--- src/rtl/demux_buffered.sv ---
// demux_buffered: buffered 1:2 demultiplexer.
// One WIDTH-bit word per input handshake is routed to lane 0 or lane 1 by
// `select`. Each lane owns a DEPTH-entry FIFO and a valid/ready output, so a
// stalled consumer on one lane never blocks words already queued on the other.
//
// Ports:
//   clk, rst_n            rising-edge clock, asynchronous active-low reset
//   data, select          input word and destination lane (0 or 1)
//   in_valid, in_ready    input handshake; in_ready = target lane not full
//   data0, valid0, ready0 lane 0 head word and handshake (data0 = 0 when empty)
//   data1, valid1, ready1 lane 1 head word and handshake (data1 = 0 when empty)
//   sent0, sent1          wrapping per-lane delivered-word counters
module demux_buffered #(
  parameter int unsigned WIDTH = 8,
  parameter int unsigned DEPTH = 2,
  parameter int unsigned CNT_W = 8
) (
  input  logic             clk,
  input  logic             rst_n,
  input  logic [WIDTH-1:0] data,
  input  logic             select,
  input  logic             in_valid,
  output logic             in_ready,
  output logic [WIDTH-1:0] data0,
  output logic             valid0,
  input  logic             ready0,
  output logic [WIDTH-1:0] data1,
  output logic             valid1,
  input  logic             ready1,
  output logic [CNT_W-1:0] sent0,
  output logic [CNT_W-1:0] sent1
);

  localparam int unsigned PTR_W = $clog2(DEPTH);
  localparam int unsigned OCC_W = PTR_W + 1;
  localparam logic [OCC_W-1:0] DEPTH_OCC = OCC_W'(DEPTH);

  logic [1:0]             full;
  logic [1:0]             empty;
  logic [1:0]             push;
  logic [1:0]             pop;
  logic [1:0]             lane_ready;
  logic [1:0][WIDTH-1:0]  head;
  logic [1:0][CNT_W-1:0]  sent_cnt;

  // Acceptance depends only on the selected lane's occupancy.
  assign in_ready   = select ? !full[1] : !full[0];
  assign push[0]    = in_valid && in_ready && !select;
  assign push[1]    = in_valid && in_ready && select;
  assign lane_ready = {ready1, ready0};

  for (genvar g = 0; g < 2; g++) begin : g_lane
    logic [WIDTH-1:0] mem_q [DEPTH];
    logic [PTR_W-1:0] wr_ptr_q;
    logic [PTR_W-1:0] rd_ptr_q;
    logic [OCC_W-1:0] occ_q;
    logic [OCC_W-1:0] occ_d;
    logic [CNT_W-1:0] sent_q;

    assign full[g]     = (occ_q == DEPTH_OCC);
    assign empty[g]    = (occ_q == '0);
    assign pop[g]      = !empty[g] && lane_ready[g];
    // Storage is not reset; the head is masked to zero while the lane is empty.
    assign head[g]     = empty[g] ? '0 : mem_q[rd_ptr_q];
    assign sent_cnt[g] = sent_q;

    always_comb begin
      occ_d = occ_q;
      unique case ({push[g], pop[g]})
        2'b10:   occ_d = occ_q + 1'b1;
        2'b01:   occ_d = occ_q - 1'b1;
        default: occ_d = occ_q;
      endcase
    end

    always_ff @(posedge clk) begin
      if (push[g]) begin
        mem_q[wr_ptr_q] <= data;
      end
    end

    // DEPTH is a power of two, so pointers wrap by natural overflow.
    always_ff @(posedge clk or negedge rst_n) begin
      if (!rst_n) begin
        wr_ptr_q <= '0;
        rd_ptr_q <= '0;
        occ_q    <= '0;
        sent_q   <= '0;
      end else begin
        occ_q <= occ_d;
        if (push[g]) begin
          wr_ptr_q <= wr_ptr_q + 1'b1;
        end
        if (pop[g]) begin
          rd_ptr_q <= rd_ptr_q + 1'b1;
          sent_q   <= sent_q + 1'b1;
        end
      end
    end
  end

  assign data0  = head[0];
  assign data1  = head[1];
  assign valid0 = !empty[0];
  assign valid1 = !empty[1];
  assign sent0  = sent_cnt[0];
  assign sent1  = sent_cnt[1];

endmodule
--- config.mk ---
export PLATFORM = sky130hd
export DESIGN_NAME = demux_buffered
export DESIGN_NICKNAME = d
export VERILOG_FILES = /design/src/rtl/demux_buffered.sv
export SDC_FILE = /design/constraint.sdc
export NUM_CORES = 1
export LEC_CHECK = 0
export ABC_CLOCK_PERIOD_IN_PS = 2200
export CAP_MARGIN = 0
export CORE_UTILIZATION = 50
export DETAILED_ROUTE_END_ITERATION = 16
export HOLD_SLACK_MARGIN = 0.1
export PLACE_DENSITY = 0.82
export SETUP_SLACK_MARGIN = 0.05
export SYNTH_ARGS = -nofsm -noshare
export SYNTH_HDL_FRONTEND = slang
export SYNTH_SLANG_ARGS = --single-unit
export TNS_END_PERCENT = 10
--- constraint.sdc ---
create_clock -name clk -period 2.2 [get_ports clk]
set_clock_uncertainty 0.05 [all_clocks]
set_input_delay 0.44 -clock clk [delete_from_list [all_inputs] [get_ports clk]]
set_output_delay 0.44 -clock clk [all_outputs]
set_load 0.05 [all_outputs]
==> results of run 1 <==
[Yosys cell counts]
| cell | count |
|---|---|
| nor2_1 | 26 |
| nand3_1 | 3 |
| ha_1 | 4 |
| buf_2 | 2 |
| and3_1 | 2 |
| mux2_2 | 1 |
| inv_1 | 4 |
| buf_6 | 2 |
| nand2_1 | 10 |
| xor2_1 | 8 |
| dfrtp_1 | 24 |
| mux2i_1 | 16 |
| nor3_1 | 4 |
| nand2b_1 | 2 |
| inv_2 | 2 |
| xnor2_1 | 16 |
| nand4_1 | 6 |
| edfxtp_1 | 32 |
| nand3b_1 | 1 |
| o21ai_2 | 2 |
[power groups by stage]
stage	clock (uW)	sequential [uW]	combinational (uW)
floorplan	0	1960	1450
global placement	0	1720	2360
detailed placement	0	1730	2400
CTS	539	1710	2400
global route	576	1750	2510
finish	518	1710	2370
[worst paths after layout]
check,to
worst max register to register,g_lane[1].occ_q[1]
max in group asynchronous,sent1[0]
worst min register to register,sent0[7]
worst min-delay path,sent0[7]
worst max-delay path,sent0[3]
min in group asynchronous,sent0[3]
[cell families (layout without fill, tap and decap cells)]
group,count (synthesis),count (layout)
DFF,56,56
muxes,17,17
and+or+nand+nor,54,54
xor gates and xnor gates,24,24
buffers and inverters,10,69
AOI/OAI and AO/OA,2,2
adders and majority gates,4,4
[cell type report]
| class | count | share of cell area [%] |
|---|---|---|
| Clock inverter | 2 | 0.258 |
| Clock buffer | 6 | 2.50 |
| Multi-Input combinational cell | 101 | 23.7 |
| Timing Repair Buffer | 55 | 16.8 |
| Tap cell | 52 | 2.24 |
| Inverter | 6 | 0.775 |
| Sequential cell | 56 | 53.7 |
[timing repair]
item / 4_1_cts / 5_1_grt
setup endpoints to repair: 0 / 1
endpoints found under the hold margin: 0 / 0
resized for setup: 0 / 1
[per-layer routing]
| metal | global-route usage (%) | vias up | part of all wire [%] |
|---|---|---|---|
| met5 | 0 | - | 0 |
| met4 | 8.44 | 0 | 2.1 |
| met3 | 4.76 | 7 | 5.8 |
| met2 | 28.3 | 44 | 47 |
| met1 | 23.3 | 669 | 45 |
| li1 | - | 686 | - |
[through the flow]
| step | hold slack (ps) | worst slack (ps) | utilization, % |
|---|---|---|---|
| 2_1_floorplan | 94.4 | 403 | - |
| 3_3_place_gp | 414 | 263 | 64.4 |
| 3_5_place_dp | 405 | 252 | 64.4 |
| 4_1_cts | 429 | 86.2 | 66.2 |
| 5_1_grt | 435 | 54.3 | 66.3 |
| 6_report | 422 | 103 | 66.3 |
[sequential cells by signal, indices dropped and copies added (netlist names)]
register,flops
g_lane.mem_q,32
sent0,8
g_lane.wr_ptr_q,2
sent1,8
g_lane.rd_ptr_q,2
g_lane.occ_q,4
==> metrics.txt, run 1 <==
worst hold-check path type=flip-flop to flip-flop; Switching Share=47.2%; final setup TNS=0 ps; # diodes=0; Placed Cells=270; Via-to-Cell Ratio=5.06; sw power=roughly 2200 uW; clk_lat worst skew=310 ps; compound-cell area share of the yosys netlist=less than 1%; final hold vios=0; Final min period=between 2000 and 2500 ps; layout net count=~240; ANT nets after route=0; placer congestion estimate=approximately 0.7; residual overflow from global routing=0; Num CTS Buffers=5; r2r startpoint=g_lane[1].occ_q[1]; H-tree Lvls=2; commonest non-fill, non-tap cell in the layout=edfxtp_1; start point of the critical path=sent0[3]; CP cell instances=clkdlybuf4s50_1; first-pass GRT wire length=6640 microns; initial antenna violation count=0; area leader, netlist=edfxtp_1; fin. max-slew vios=0; Initial Util=between 50% and 60%; RSZ-0062 raised after global routing=false; Tot Pwr=4600 uW; floorplan row count=24; post-synthesis cell area=roughly 2300 sq um; Synth top area share=a little over two fifths; clock root buffer=clkbuf_8; DIE AREA=slightly below 5000 sq um; Worst Path Required=1710 ps; CP endpoint kind=primary output; status=completed; Critical Path AT=around 1600 ps; Layout fillers=about 350; register share of total power=between 30 and 40%; CP max FO=6; WP buf/inv=1; CP startpoint kind=flip-flop; final worst-path cycle share=a little over nine tenths; Gate power share=roughly half; main combinational cell family by area after synthesis=simple AND/OR/NAND/NOR gates; multi-input combinational cell area=just under 700 sq um; # port buffers=between 40 and 50; Pwr Density=1580 nW/um^2; Wirelength per Cell=about 14 microns; Max VDD drop=between 0.0009 and 0.001 V; R2R depth=5; Clock power frac=a little under an eighth; layout cells sized above 1=between 15 and 20%; mean post-synth cell area=about 14 sq um; total number of vias=about 1400; DRC viols=0; Finished Layout Cells=about 280; Synth Area in Simple Gates=roughly a tenth; Max Freq=approximately 0.48 GHz; XOR/XNOR Fraction of Synth Area=under 10%; R2R Setup Slk=approximately 550 ps; area grow syn2layout=26.0%; Synth Net Count=185; Clock Sinks=between 50 and 60; Hold-fix buffers, CTS=0; Clock Path Buffers=2; Syn. warnings=0; final WL=roughly 3900 microns; register area=between 1500 and 2000 sq um; Die X=between 60 and 70 microns; hpwl dp=~2800 microns; Die Ht=between 60 and 70 microns; worst hold path startpoint=sent0[7]; Mapped Cells=around 170; Pint=around 2400 uW; MaxCap Viol Count=0; Post-CTS Setup Repair Bufs=0; CTS tree=built; drt initial violations=64; Final Cell Area=2910 sq um; leakage power=between 0.001 and 0.0015 uW; slowest CP cell=clkdlybuf4s50_1; WP depth=1; Slew @ Worst Pin=508 ps; Slew headroom=roughly two thirds; Post-Synth Adder-Cell Area=about 2.2%; final setup violation count=0; Core Region=about 4400 sq um; drt first pass iters=4; Placed Area=around 2800 sq um; CTS clk-pin slew, worst paths=about 90 ps; delay-heaviest family, CP=buffers and inverters; mux share of post-synthesis cell area=between 7 and 8%; vias in the first global route=approximately 1400; CP max stage delay=850 ps; Global Route Usage Sum=between 10% and 20%; Setup CP Type=flip-flop to primary output; FF+latch count, synth=between 50 and 60; unique cell type count in the Yosys netlist=20; Synth area leaders=edfxtp_1, dfrtp_1, mux2i_1; leading cell types in the layout, fill and taps excluded=edfxtp_1, clkdlybuf4s50_1, nor2_1, buf_4, dfrtp_1; register area share after synthesis=between 60% and 70%; hold path depth=1; largest net degree at the start of global routing=25; I/O Pins=49
(Power assumes the default switching activity.)
==> inputs of run 2 (changes only) <==
ABC_AREA = 1   (was unset)
PLACE_DENSITY = 0.81   (was 0.82)
==> run 2 against run 1 <==
- synthesized cell count up 37%
- die area grew 7.6%
- global-route usage up 2.5 points
- count of clock-buffer cells in the layout stayed put
- critical path depth is the same
- core utilization rose by 4.6 points
- setup slack improved by 26 ps
- clock power up 48%
- maximum frequency increased by 1.2%
- sequential share of layout area shrank 7.4 points
- via count is 24% higher
- sequential cell count unchanged
- highest routed layer unchanged
==> metrics.txt, run 2 <==
total number of vias=1748 (was 1406); Initial Util=52.3% (was 52.6%); commonest non-fill, non-tap cell in the layout=nand2_1 (was edfxtp_1); I/O Pins=49 (unchanged); drt initial violations=78 (was 64); final setup violation count=0 (unchanged); R2R Setup Slk=470 ps (was 550 ps); Critical Path AT=1580 ps (was 1610 ps); clock root buffer=clkbuf_8 (unchanged); floorplan row count=25 (was 24); drt first pass iters=4 (unchanged); Slew @ Worst Pin=524 ps (was 508 ps); post-layout util=70.9% (was 66.3%); worst hold-check path type=input pin to async pin (was flip-flop to flip-flop); Global Route Usage Sum=20.4% (was 17.9%); multi-input combinational cell area=802 sq um (was 689 sq um); final worst-path cycle share=94.2% (was 95.3%); clk_lat worst skew=300 ps (was 310 ps); Via-to-Cell Ratio=4.92 (was 5.06); Core Region=4750 sq um (was 4380 sq um); Final Cell Area=3370 sq um (was 2910 sq um); CTS tree=built (unchanged); layout cells sized above 1=16.7% (was 15.9%); DRC viols=0 (unchanged); final hold vios=0 (unchanged); max FFs per register=32 (unchanged); # diodes=0 (unchanged); residual overflow from global routing=0 (unchanged); WP buf/inv=1 (unchanged); largest register by flop count=g_lane.mem_q (unchanged); layout net count=305 (was 243); DIE AREA=5260 sq um (was 4890 sq um); Placed Area=3240 sq um (was 2820 sq um); RSZ-0062 raised after global routing=false (unchanged); Wirelength per Cell=13.7 microns (was 14.2 microns); ANT nets after route=0 (unchanged); reg2reg end=g_lane[0].occ_q[1] (was g_lane[1].occ_q[1]); start point of the critical path=sent1[3] (was sent0[3]); delay-heaviest family, CP=buffers and inverters (unchanged); worst setup path endpoint=sent1[3] (was sent0[3]); final setup TNS=0 ps (unchanged); MaxCap Viol Count=0 (unchanged); Placed Cells=347 (was 270); CP max FO=4 (was 6); slowest CP cell=clkdlybuf4s50_1 (unchanged); placer congestion estimate=0.754 (was 0.691); register area share after synthesis=62.8% (was 67.7%); CP startpoint kind=flip-flop (unchanged); Layout fillers=335 (was 353); FF+latch count, synth=56 (unchanged); H-tree Lvls=2 (unchanged); Syn. warnings=0 (unchanged); Num CTS Buffers=5 (unchanged); vias in the first global route=1724 (was 1374); Clock Path Buffers=2 (unchanged); R2R depth=6 (was 5); Max VDD drop=0.00118 V (was 0.000911 V); leakage power=0.00141 uW (was 0.00123 uW); leading cell types in the layout, fill and taps excluded=nand2_1, edfxtp_1, clkdlybuf4s50_1, dfrtp_1 (was edfxtp_1, clkdlybuf4s50_1, nor2_1, buf_4, dfrtp_1); largest net degree at the start of global routing=25 (unchanged); most frequent cell after synthesis=nand2_1 (was edfxtp_1); post-synthesis cell area=2490 sq um (was 2310 sq um); WP depth=1 (unchanged); ys flop type=edfxtp_1 (unchanged); fin. max-slew vios=0 (unchanged); final WL=4880 microns (was 3940 microns); Synth area leaders=edfxtp_1, dfrtp_1, nand2_1 (was edfxtp_1, dfrtp_1, mux2i_1); async set-reset flop share out of synthesis=42.9% (unchanged); unique cell type count in the Yosys netlist=24 (was 20); CP cell instances=clkdlybuf4s50_1 (unchanged); Synth Net Count=247 (was 185); first-pass GRT wire length=8050 microns (was 6640 microns); r2r startpoint=g_lane[0].occ_q[0] (was g_lane[1].occ_q[1]); Die X=72.5 microns (was 69.9 microns); Hold-fix buffers, CTS=0 (unchanged); area leader, netlist=edfxtp_1 (unchanged); Synth top cells by count=nand2_1, edfxtp_1, dfrtp_1 (was edfxtp_1, nor2_1, dfrtp_1); Post-CTS Setup Repair Bufs=0 (unchanged); Max Freq=0.483 GHz (was 0.477 GHz); status=completed (unchanged); Post-synth EDFFs=32 (unchanged); Final min period=2070 ps (was 2100 ps); CP max stage delay=850 ps (about the same); Worst Path Required=1710 ps (about the same); hpwl dp=3430 microns (was 2810 microns); Slew headroom=64.9% (was 66.0%); Synth top area share=38.7% (was 41.7%); Finished Layout Cells=355 (was 278); CTS clk-pin slew, worst paths=90 ps (about the same); Clock Sinks=56 (unchanged); mean post-synth cell area=10.9 sq um (was 13.8 sq um); Setup CP Type=flip-flop to primary output (unchanged); area grow syn2layout=35.5% (was 26.0%); # port buffers=48 (unchanged); register area=1560 sq um (unchanged); CP endpoint kind=primary output (unchanged); initial antenna violation count=0 (unchanged); Pwr Density=1640 nW/um^2 (was 1580 nW/um^2); Die Ht=72.5 microns (was 69.9 microns); Mapped Cells=229 (was 167)
[run 2: cell types whose count changed in the layout (fill, tap and decap cells not counted), moves of 13 or more]
cell and change:
nand2_1 +63, a21oi_1 +18, buf_12 +17, buf_4 -17, mux2i_1 -16, inv_1 +14, nor2_1 -13
[run 2: power by group]
group          switching (uW)  internal (uW)  total, uW  leakage (uW)
sequential                280           1380       1660      0.000589
clock                     315            455        769     0.0000654
combinational            1880           1230       3110      0.000758
[run 2: cell families after synthesis]
logic type | Yosys count | share of synthesized area (%)
AOI/OAI and AO/OA | 26 | 6.19
buffers and inverters | 27 | 4.93
xor gates and xnor gates | 16 | 5.64
adders and majority gates | 4 | 2.01
DFF | 56 | 62.8
and+or+nand+nor | 100 | 18.4
[run 2: layout make-up]
cell class	count	area share [%]
Sequential cell	56	46.3
Multi-Input combinational cell	146	23.8
Timing Repair Buffer	56	21.0
Tap cell	67	2.49
Inverter	22	2.45
Clock buffer	6	2.15
Clock inverter	2	1.78
[run 2: how the worst min path moves through the flow]
stage,end,depth (start not counted),from,slack [ps]
global route,g_lane[0].wr_ptr_q,2,rst_n,470
global placement,sent1[6],2,sent1[6],460
detailed placement,sent0[2],1,sent0[2],460
floorplan,g_lane[0].occ_q[0],0,rst_n,90
CTS,sent0[2],2,rst_n,450
finish,sent0[2],2,rst_n,430
[run 2: stage by stage]
| stage | setup slack, ps | hold slack, ps | total power, uW |
|---|---|---|---|
| detailed placement | 32.4 | 463 | 4790 |
| finish | 129 | 433 | 5540 |
| CTS | 109 | 448 | 5560 |
| global route | 75.0 | 472 | 5800 |
| floorplan | 231 | 94.4 | 3510 |
| global placement | 139 | 456 | 4720 |
[run 2: routing by layer]
metal	GRT usage, %	wire length, microns
met1	27.4	2090
met2	33.1	2530
met3	3.33	142
met4	8.71	113
met5	0	0
[run 2: what timing repair did]
| action | in CTS | in global routing |
|---|---|---|
| gates resized for setup | 1 | 1 |
| endpoints found under the setup margin | 1 | 5 |
| cloned | 0 | 0 |
==> inputs of run 3 (changes only) <==
CORE_MARGIN = 3   (was unset)
SLEW_MARGIN = 20   (was unset)
==> run 3 against run 2 <==
- combinational power about the same
- critical path depth unchanged
- register-to-register slack worse by 30 ps
- highest routed layer unchanged
- via count down 1.7%
- wire length up 0.25%
- sequential power about the same
- count of clock-buffer cells in the layout up 1
- largest cell class unchanged
==> metrics.txt, run 3 (synthesized netlist as in run 2, its figures left out) <==
Finished Layout Cells=356 (was 355); RSZ-0062 raised after global routing=false (unchanged); area grow syn2layout=35.6% (was 35.5%); floorplan row count=25 (unchanged); Wirelength per Cell=13.7 microns (about the same); CP endpoint kind=primary output (unchanged); CP startpoint kind=flip-flop (unchanged); drt first pass iters=4 (unchanged); drt initial violations=64 (was 78); initial antenna violation count=0 (unchanged); # diodes=0 (unchanged); dpl ws=113 ps (was 32.4 ps); total number of vias=1719 (was 1748); Core Region=4750 sq um (unchanged); Clock Path Buffers=2 (unchanged); vias in the first global route=1811 (was 1724); final setup violation count=0 (unchanged); largest register by flop count=g_lane.mem_q (unchanged); MaxCap Viol Count=0 (unchanged); CP max stage delay=830 ps (was 850 ps); Pwr Density=1630 nW/um^2 (was 1640 nW/um^2); Pint=3030 uW (was 3060 uW); ANT nets after route=0 (unchanged); r2r startpoint=g_lane[0].occ_q[0] (unchanged); Max Freq=0.485 GHz (was 0.483 GHz); Critical Path AT=1570 ps (was 1580 ps); hpwl dp=3620 microns (was 3430 microns); largest net degree at the start of global routing=25 (unchanged); Tot Pwr=5510 uW (was 5540 uW); worst hold-check path type=input pin to async pin (unchanged); DIE AREA=5850 sq um (was 5260 sq um); H-tree Lvls=2 (unchanged); Via-to-Cell Ratio=4.83 (was 4.92); Global Route Usage Sum=18.3% (was 20.4%); Slew @ Worst Pin=519 ps (was 524 ps); Gate power share=57.0% (was 56.1%); Worst Path Required=1710 ps (about the same); R2R Setup Slk=440 ps (was 470 ps); sw power=2480 uW (was 2470 uW); WP buf/inv=1 (unchanged); layout net count=306 (was 305); final hold vios=0 (unchanged); CP cell instances=clkdlybuf4s50_1 (unchanged); I/O Pins=49 (unchanged); delay-heaviest family, CP=buffers and inverters (unchanged); Clock power frac=13.0% (was 13.9%); Initial Util=52.3% (unchanged); fin worst setup slack=140 ps (was 129 ps); leakage power=0.00142 uW (was 0.00141 uW); # port buffers=48 (unchanged); Setup CP Type=flip-flop to primary output (unchanged); max FFs per register=32 (unchanged); first-pass GRT wire length=8510 microns (was 8050 microns); Post-CTS Setup Repair Bufs=0 (unchanged); placer congestion estimate=0.752 (was 0.754); Max VDD drop=0.000938 V (was 0.00118 V); final WL=4890 microns (was 4880 microns); Slew headroom=65.3% (was 64.9%); R2R depth=7 (was 6); reg2reg end=g_lane[0].occ_q[1] (unchanged); Final min period=2060 ps (was 2070 ps); DRC viols=0 (unchanged); Die X=76.5 microns (was 72.5 microns); layout cells sized above 1=17.0% (was 16.7%); register share of total power=30.0% (about the same); CTS tree=built (unchanged); status=completed (unchanged); clk_lat worst skew=300 ps (about the same); Num CTS Buffers=5 (unchanged); clock root buffer=clkbuf_8 (unchanged); leading cell types in the layout, fill and taps excluded=nand2_1, edfxtp_1, clkdlybuf4s50_1, dfrtp_1 (unchanged); final worst-path cycle share=93.6% (was 94.2%); CTS clk-pin slew, worst paths=100 ps (was 90 ps); CP max FO=4 (unchanged); Placed Cells=348 (was 347); post-layout util=70.9% (about the same); residual overflow from global routing=0 (unchanged); Clock Sinks=56 (unchanged); final setup TNS=0 ps (unchanged); commonest non-fill, non-tap cell in the layout=nand2_1 (unchanged); Die Ht=76.5 microns (was 72.5 microns); slowest CP cell=clkdlybuf4s50_1 (unchanged); fin. max-slew vios=0 (unchanged); Switching Share=45.0% (was 44.7%)
-- run 3: worst reg2reg max path: stages (launching register included) --
cell and delay, ps:
dfrtp_1 500, nor2_4 130, buf_4 190, nor2_4 50, ha_1 310, a21oi_1 130
o21ai_0 120, xor2_1 160
-- run 3: cell type report --
cell class,instances,area (sq um)
multi-input cells,146,802
clock buffers,7,97.6
repair buffers,57,714
well taps,67,83.8
inverters,22,82.6
fillers,353,1380
clock inverters,1,30.0
flip-flops and latches,56,1560
-- run 3: power groups by stage --
stage / clock network, uW / registers (uW) / logic, uW
after floorplan: 0 / 1910 / 1590
after global placement: 0 / 1660 / 3090
after detailed placement: 0 / 1670 / 3160
after CTS: 738 / 1650 / 3170
after global routing: 781 / 1700 / 3320
final: 717 / 1650 / 3140
-- run 3: stage by stage --
stage | hold slack, ps | instance area (sq um)
3_3_place_gp | 455 | 3250
5_1_grt | 458 | 3370
3_5_place_dp | 456 | 3250
4_1_cts | 430 | 3370
6_report | 428 | 3370
2_1_floorplan | 94.4 | 2490
-- run 3: timing repair --
action / 4_1_cts / 5_1_grt
endpoints found under the hold margin: 0 / 0
gates resized for setup: 1 / 1
setup endpoints to repair: 1 / 8
hold buffers: 0 / 0
-- run 3: worst max path at each step --
stage / end / slack (ps) / cells after the start / start
2_1_floorplan: data0[0] / 230 / 4 / g_lane[0].rd_ptr_q
3_3_place_gp: g_lane[0].occ_q[1] / 140 / 7 / select
3_5_place_dp: g_lane[0].occ_q[1] / 110 / 7 / select
4_1_cts: data0[3] / 100 / 4 / g_lane[0].rd_ptr_q
5_1_grt: data1[6] / 70 / 4 / g_lane[1].rd_ptr_q
6_report: sent0[2] / 140 / 1 / sent0[2]
-- run 3: layer usage --
layer / global-route usage [%] / vias to the layer above / share of wire (%) / routed length [microns]
met5: 0 / - / 0 / 0
met4: 4.35 / 0 / 0.88 / 43
met3: 4.26 / 5 / 4.2 / 206
met2: 33.2 / 37 / 53 / 2610
met1: 22.0 / 821 / 42 / 2030
li1: - / 856 / - / -
==> patch 1, RTL diff (settings of run 3) <==
`CNT_W`: 8 -> 6.
--- a/src/rtl/demux_buffered.sv
+++ b/src/rtl/demux_buffered.sv
@@ -13,7 +13,7 @@
 module demux_buffered #(
   parameter int unsigned WIDTH = 8,
   parameter int unsigned DEPTH = 2,
-  parameter int unsigned CNT_W = 8
+  parameter int unsigned CNT_W = 6
 ) (
   input  logic             clk,
   input  logic             rst_n,
Ports: changed (resized sent0 and sent1); port bits go from 49 to 45. The function was not compared with the original's and may differ.
==> patch 1 against run 3 <==
Design area decreased by 12%. Register-to-register slack got worse by 0.02 ns. Area after synthesis decreased by 11%. Sequential cell count decreased by 4. Global-route usage decreased by 0.78 points. Wire length decreased by 15%. Worst hold slack got worse by 0.0086 ns. Worst setup slack improved by 0.0028 ns. Critical endpoint is now sent1[4]. Largest cell class unchanged.
Power is not shown: default switching activity piles up to over one toggle a cycle in this logic, so the estimate is an artifact.
==> patch 1: results (changes against run 3) <==
- Outcome: completed (unchanged).
- The highest net fanout along the worst path is 5 (was 4).
- The maximum number of pins on one net before global-route repair was 21 (was 25).
- The detailed-route vias per instance came to 5.10 (was 4.83).
- The CTS buffer count is 5 (unchanged).
- The first-pass GRT wire length is 7000 um (was 8510 um).
- The net count after synthesis is 213 (was 247).
- The fill cell instance count of the final layout is 285 (was 353).
- The share of layout cells above drive strength 1 is 17.0% (about the same).
- The predominant post-synthesis flop cell is edfxtp_1 (unchanged).
- The cell area after placement is 2890 um2 (was 3250 um2).
- The met3 layer usage reported by global route is 4.29% (was 4.26%).
- The number of placed instances with taps included is 290 (was 348).
- The sequential fraction of the synthesis area is 66.0% (was 62.8%).
- Top cells by area in the synthesized netlist: edfxtp_1, dfrtp_1, nand2_1, a21oi_1, xor2_1 (unchanged).
- The share of async-settable or async-resettable flops after synthesis is 38.5% (was 42.9%).
- The top metal layer carrying routed signals is met4 (unchanged).
- The library cell used as clock root buffer is clkbuf_8 (unchanged).
- The net count reported at finish is 265 (was 306).
- The HPWL after detailed placement is 3110 um (was 3620 um).
- The final weighted congestion in routability-driven placement is 0.794 (was 0.752).
- The largest single stage delay on the critical path is 0.84 ns.
- The buffer levels on the longest clock path came to 2 (unchanged).
- The number of enable-type register cells in the synthesized netlist is 32 (unchanged).
- The register ranked first by flip-flop count is g_lane.mem_q (unchanged).
- The met2 track demand over resource in global routing was 28.7% (was 33.2%).
- The startpoint of the worst register-to-register path is g_lane[0].occ_q[0] (unchanged).
- The overall global routing resource usage is 17.5% (was 18.3%).
- The via count of the first global-routing pass is 1496 (was 1811).
- The wire length on met1 is 1760 um (was 2030 um).
- The met3 routed wirelength came to 241 um (was 206 um).
- The fraction of met1 tracks used by global routing is 23.1% (was 22.0%).
- The number of instances in the synthesized netlist was 195 (was 229).
- The number of distinct standard cells referenced by the synthesized netlist was 23 (was 24).
- The number of buffers added on ports was 44 (was 48).
- The start point of the critical path was sent1[4] (was sent0[2]).
- The share of the core filled with cells in the final layout is 72.0% (was 70.9%).
- Cell types with the highest counts after synthesis: nand2_1, edfxtp_1, dfrtp_1 (unchanged).
- The violation count after the first detailed-routing iteration is 81 (was 64).
- The setup slack of the worst register-to-register path is 0.42 ns (was 0.44 ns).
- The final wirelength is 4170 um (was 4890 um).
- The cell count of the worst reg-to-reg path was 6 (was 7).
- The yosys synthesis warning count was 0 (unchanged).
- The routed length on met2 is 2100 um (was 2610 um).
- The end point of the critical path was sent1[4] (was sent0[2]).
- The portion of the clock cycle consumed by the worst path in the final layout is 93.5% (was 93.6%).
- The pin slew with the least headroom to its limit came to 0.507 ns (was 0.519 ns).
- The pre-CTS setup slack is 0.111 ns (was 0.113 ns).
- The final cell count without fillers is 297 (was 356).
patch 1: changes by cell type in the layout (fill, tap and decap cells not counted), moves of 2 or more:
cell | before | now
clkinvlp_4 | 0 | 3
nand4_1 | 0 | 5
xnor2_1 | 7 | 5
dfrtp_1 | 24 | 19
nor2_1 | 13 | 9
clkdlybuf4s50_1 | 29 | 25
inv_2 | 4 | 1
inv_1 | 18 | 15
o21ai_0 | 5 | 3
buf_4 | 10 | 6
nand2_1 | 73 | 55
patch 1: how the worst min path moves through the flow:
stage,from,end,slack [ns],cells past startpoint
floorplan,rst_n,g_lane[0].occ_q[0],0.09,0
finish,rst_n,sent1[3],0.42,2
detailed placement,g_lane[1].wr_ptr_q,g_lane[1].wr_ptr_q,0.41,2
global route,rst_n,sent0[1],0.46,2
global placement,g_lane[1].wr_ptr_q,g_lane[1].wr_ptr_q,0.42,2
CTS,rst_n,sent1[4],0.43,2
patch 1: what timing repair did:
item / in CTS / in global routing
setup buffers: 0 / 0
gates resized for setup: 0 / 3
endpoints found under the setup margin: 0 / 12
patch 1: cell type report:
type | instances | share of cell area (%)
inverter | 18 | 2.52
timing repair buffer | 48 | 21.3
clock buffer | 5 | 2.31
sequential | 52 | 49.0
tap | 50 | 2.10
multi-input combinational | 122 | 22.3
clock inverter | 2 | 0.419
patch 1: kinds of logic after synthesis:
| logic type | count (synthesis) | share of synthesized area (%) |
|---|---|---|
| and+or+nand+nor | 80 | 16.4 |
| DFF | 52 | 66.0 |
| AOI/OAI and AO/OA | 24 | 5.94 |
| buffers and inverters | 21 | 3.84 |
| xor gates and xnor gates | 14 | 5.54 |
| adders and majority gates | 4 | 2.26 |
==> patch 2, RTL diff (config.mk and constraints of run 3) <==
Without the edit above. Make the reset (`rst_n`) synchronous in one clocked block. Comments in the files are not updated.
--- a/src/rtl/demux_buffered.sv
+++ b/src/rtl/demux_buffered.sv
@@ -80,7 +80,7 @@
     end
 
     // DEPTH is a power of two, so pointers wrap by natural overflow.
-    always_ff @(posedge clk or negedge rst_n) begin
+    always_ff @(posedge clk) begin
       if (!rst_n) begin
         wr_ptr_q <= '0;
         rd_ptr_q <= '0;
Check against the original RTL: differs if rst_n is asserted again (counterexample within 4 cycles, from zero or initial values and one cycle with rst_n low); with rst_n held inactive, the same outputs for 10 cycles.
==> patch 2 against run 3 <==
Sequential cell count is 2 higher. Design area is 2.3% lower. Area after synthesis is 0.86% higher. Worst hold slack worse by 0.015 ns. Worst setup slack better by 0.0012 ns. Wire length is 4.7% higher. Fmax hardly changed. First-iteration DRC count is 45% higher. Count of clock-buffer cells in the layout is 3 higher.
Power is not compared: it rests on default switching activity, and its combinational part moved more than twofold at a synthesized area within 25%.
==> patch 2: results (changes against run 3) <==
- The average instance area after synthesis is 9.18 um2 (was 10.9 um2).
- The xor and xnor area share after synthesis came to 0.699% (was 5.64%).
- The relative slew slack came to 65.3% (about the same).
- The pre-CTS setup slack was 0.131 ns (was 0.113 ns).
- The cell count of the worst reg-to-reg path is 8 (was 7).
- The startpoint of the worst register-to-register path is g_lane[1].occ_q[0] (was g_lane[0].occ_q[0]).
- The share of async-settable or async-resettable flops after synthesis came to 0% (was 42.9%).
- The overall global routing resource usage came to 18.4% (was 18.3%).
- The capture point of the worst reg-to-reg path is g_lane[1].occ_q[1] (was g_lane[0].occ_q[1]).
- The start point of the critical path was sent1[2] (was sent0[2]).
- The minimum hold slack is 0.413 ns (was 0.428 ns).
- Outcome: completed (unchanged).
- The CTS buffer count is 9 (was 5).
- Cell types with the highest counts after synthesis: nand2_1, edfxtp_1, inv_1, nor2_1, a21oi_1 (was nand2_1, edfxtp_1, dfrtp_1).
- The wire length on met1 is 2150 um (was 2030 um).
- The net count reported at finish is 351 (was 306).
- The number of vias in the routed layout came to 1945 (was 1719).
- The met3 layer usage reported by global route is 6.34% (was 4.26%).
- The number of levels the H-tree was split into is 3 (was 2).
- The fraction of met1 tracks used by global routing was 22.0% (about the same).
- The maximum number of pins on one net before global-route repair is 16 (was 25).
- The met2 track demand over resource in global routing was 30.7% (was 33.2%).
- Top cells by area in the synthesized netlist: edfxtp_1, dfxtp_1, nand2_1, a21oi_1, inv_1 (was edfxtp_1, dfrtp_1, nand2_1, a21oi_1, xor2_1).
- The adder-cell area share of the yosys netlist is 2.00% (was 2.01%).
- The detailed-route vias per instance is 4.80 (was 4.83).
- The end point of the critical path is sent1[2] (was sent0[2]).
- The cell area after placement is 3080 um2 (was 3250 um2).
- The number of distinct standard cells referenced by the synthesized netlist is 22 (was 24).
- The net count after synthesis was 291 (was 247).
- The share of layout cells above drive strength 1 came to 17.2% (was 17.0%).
- The final weighted congestion in routability-driven placement is 0.779 (was 0.752).
==> patch 2: cell types whose count changed after synthesis, moves of 9 or more <==
cell / delta
a21oi_1: +9
dfxtp_1: +26
dfrtp_1: -24
inv_1: +12
nor2_1: +18
==> patch 2: cell type report <==
type                    count  area (um2)  area share, %
flip-flops and latches     58        1480           45.0
well taps                  67        83.8           2.54
multi-input cells         176         876           26.6
inverters                  34         128           3.87
clock buffers              10         128           3.87
repair buffers             54         518           15.7
clock inverters             6        81.3           2.47
==> patch 2: power groups by stage <==
stage | combinational (mW) | clock (mW) | sequential [mW]
2_1_floorplan | 0.489 | 0 | 1.31
3_3_place_gp | 0.741 | 0 | 1.29
3_5_place_dp | 0.753 | 0 | 1.30
4_1_cts | 0.756 | 1.05 | 1.27
5_1_grt | 0.804 | 1.10 | 1.28
6_report | 0.751 | 1.03 | 1.27
==> patch 2: timing repair <==
item | in CTS | in global routing
setup buffers | 0 | 0
endpoints found under the setup margin | 0 | 2
gates resized for setup | 0 | 1
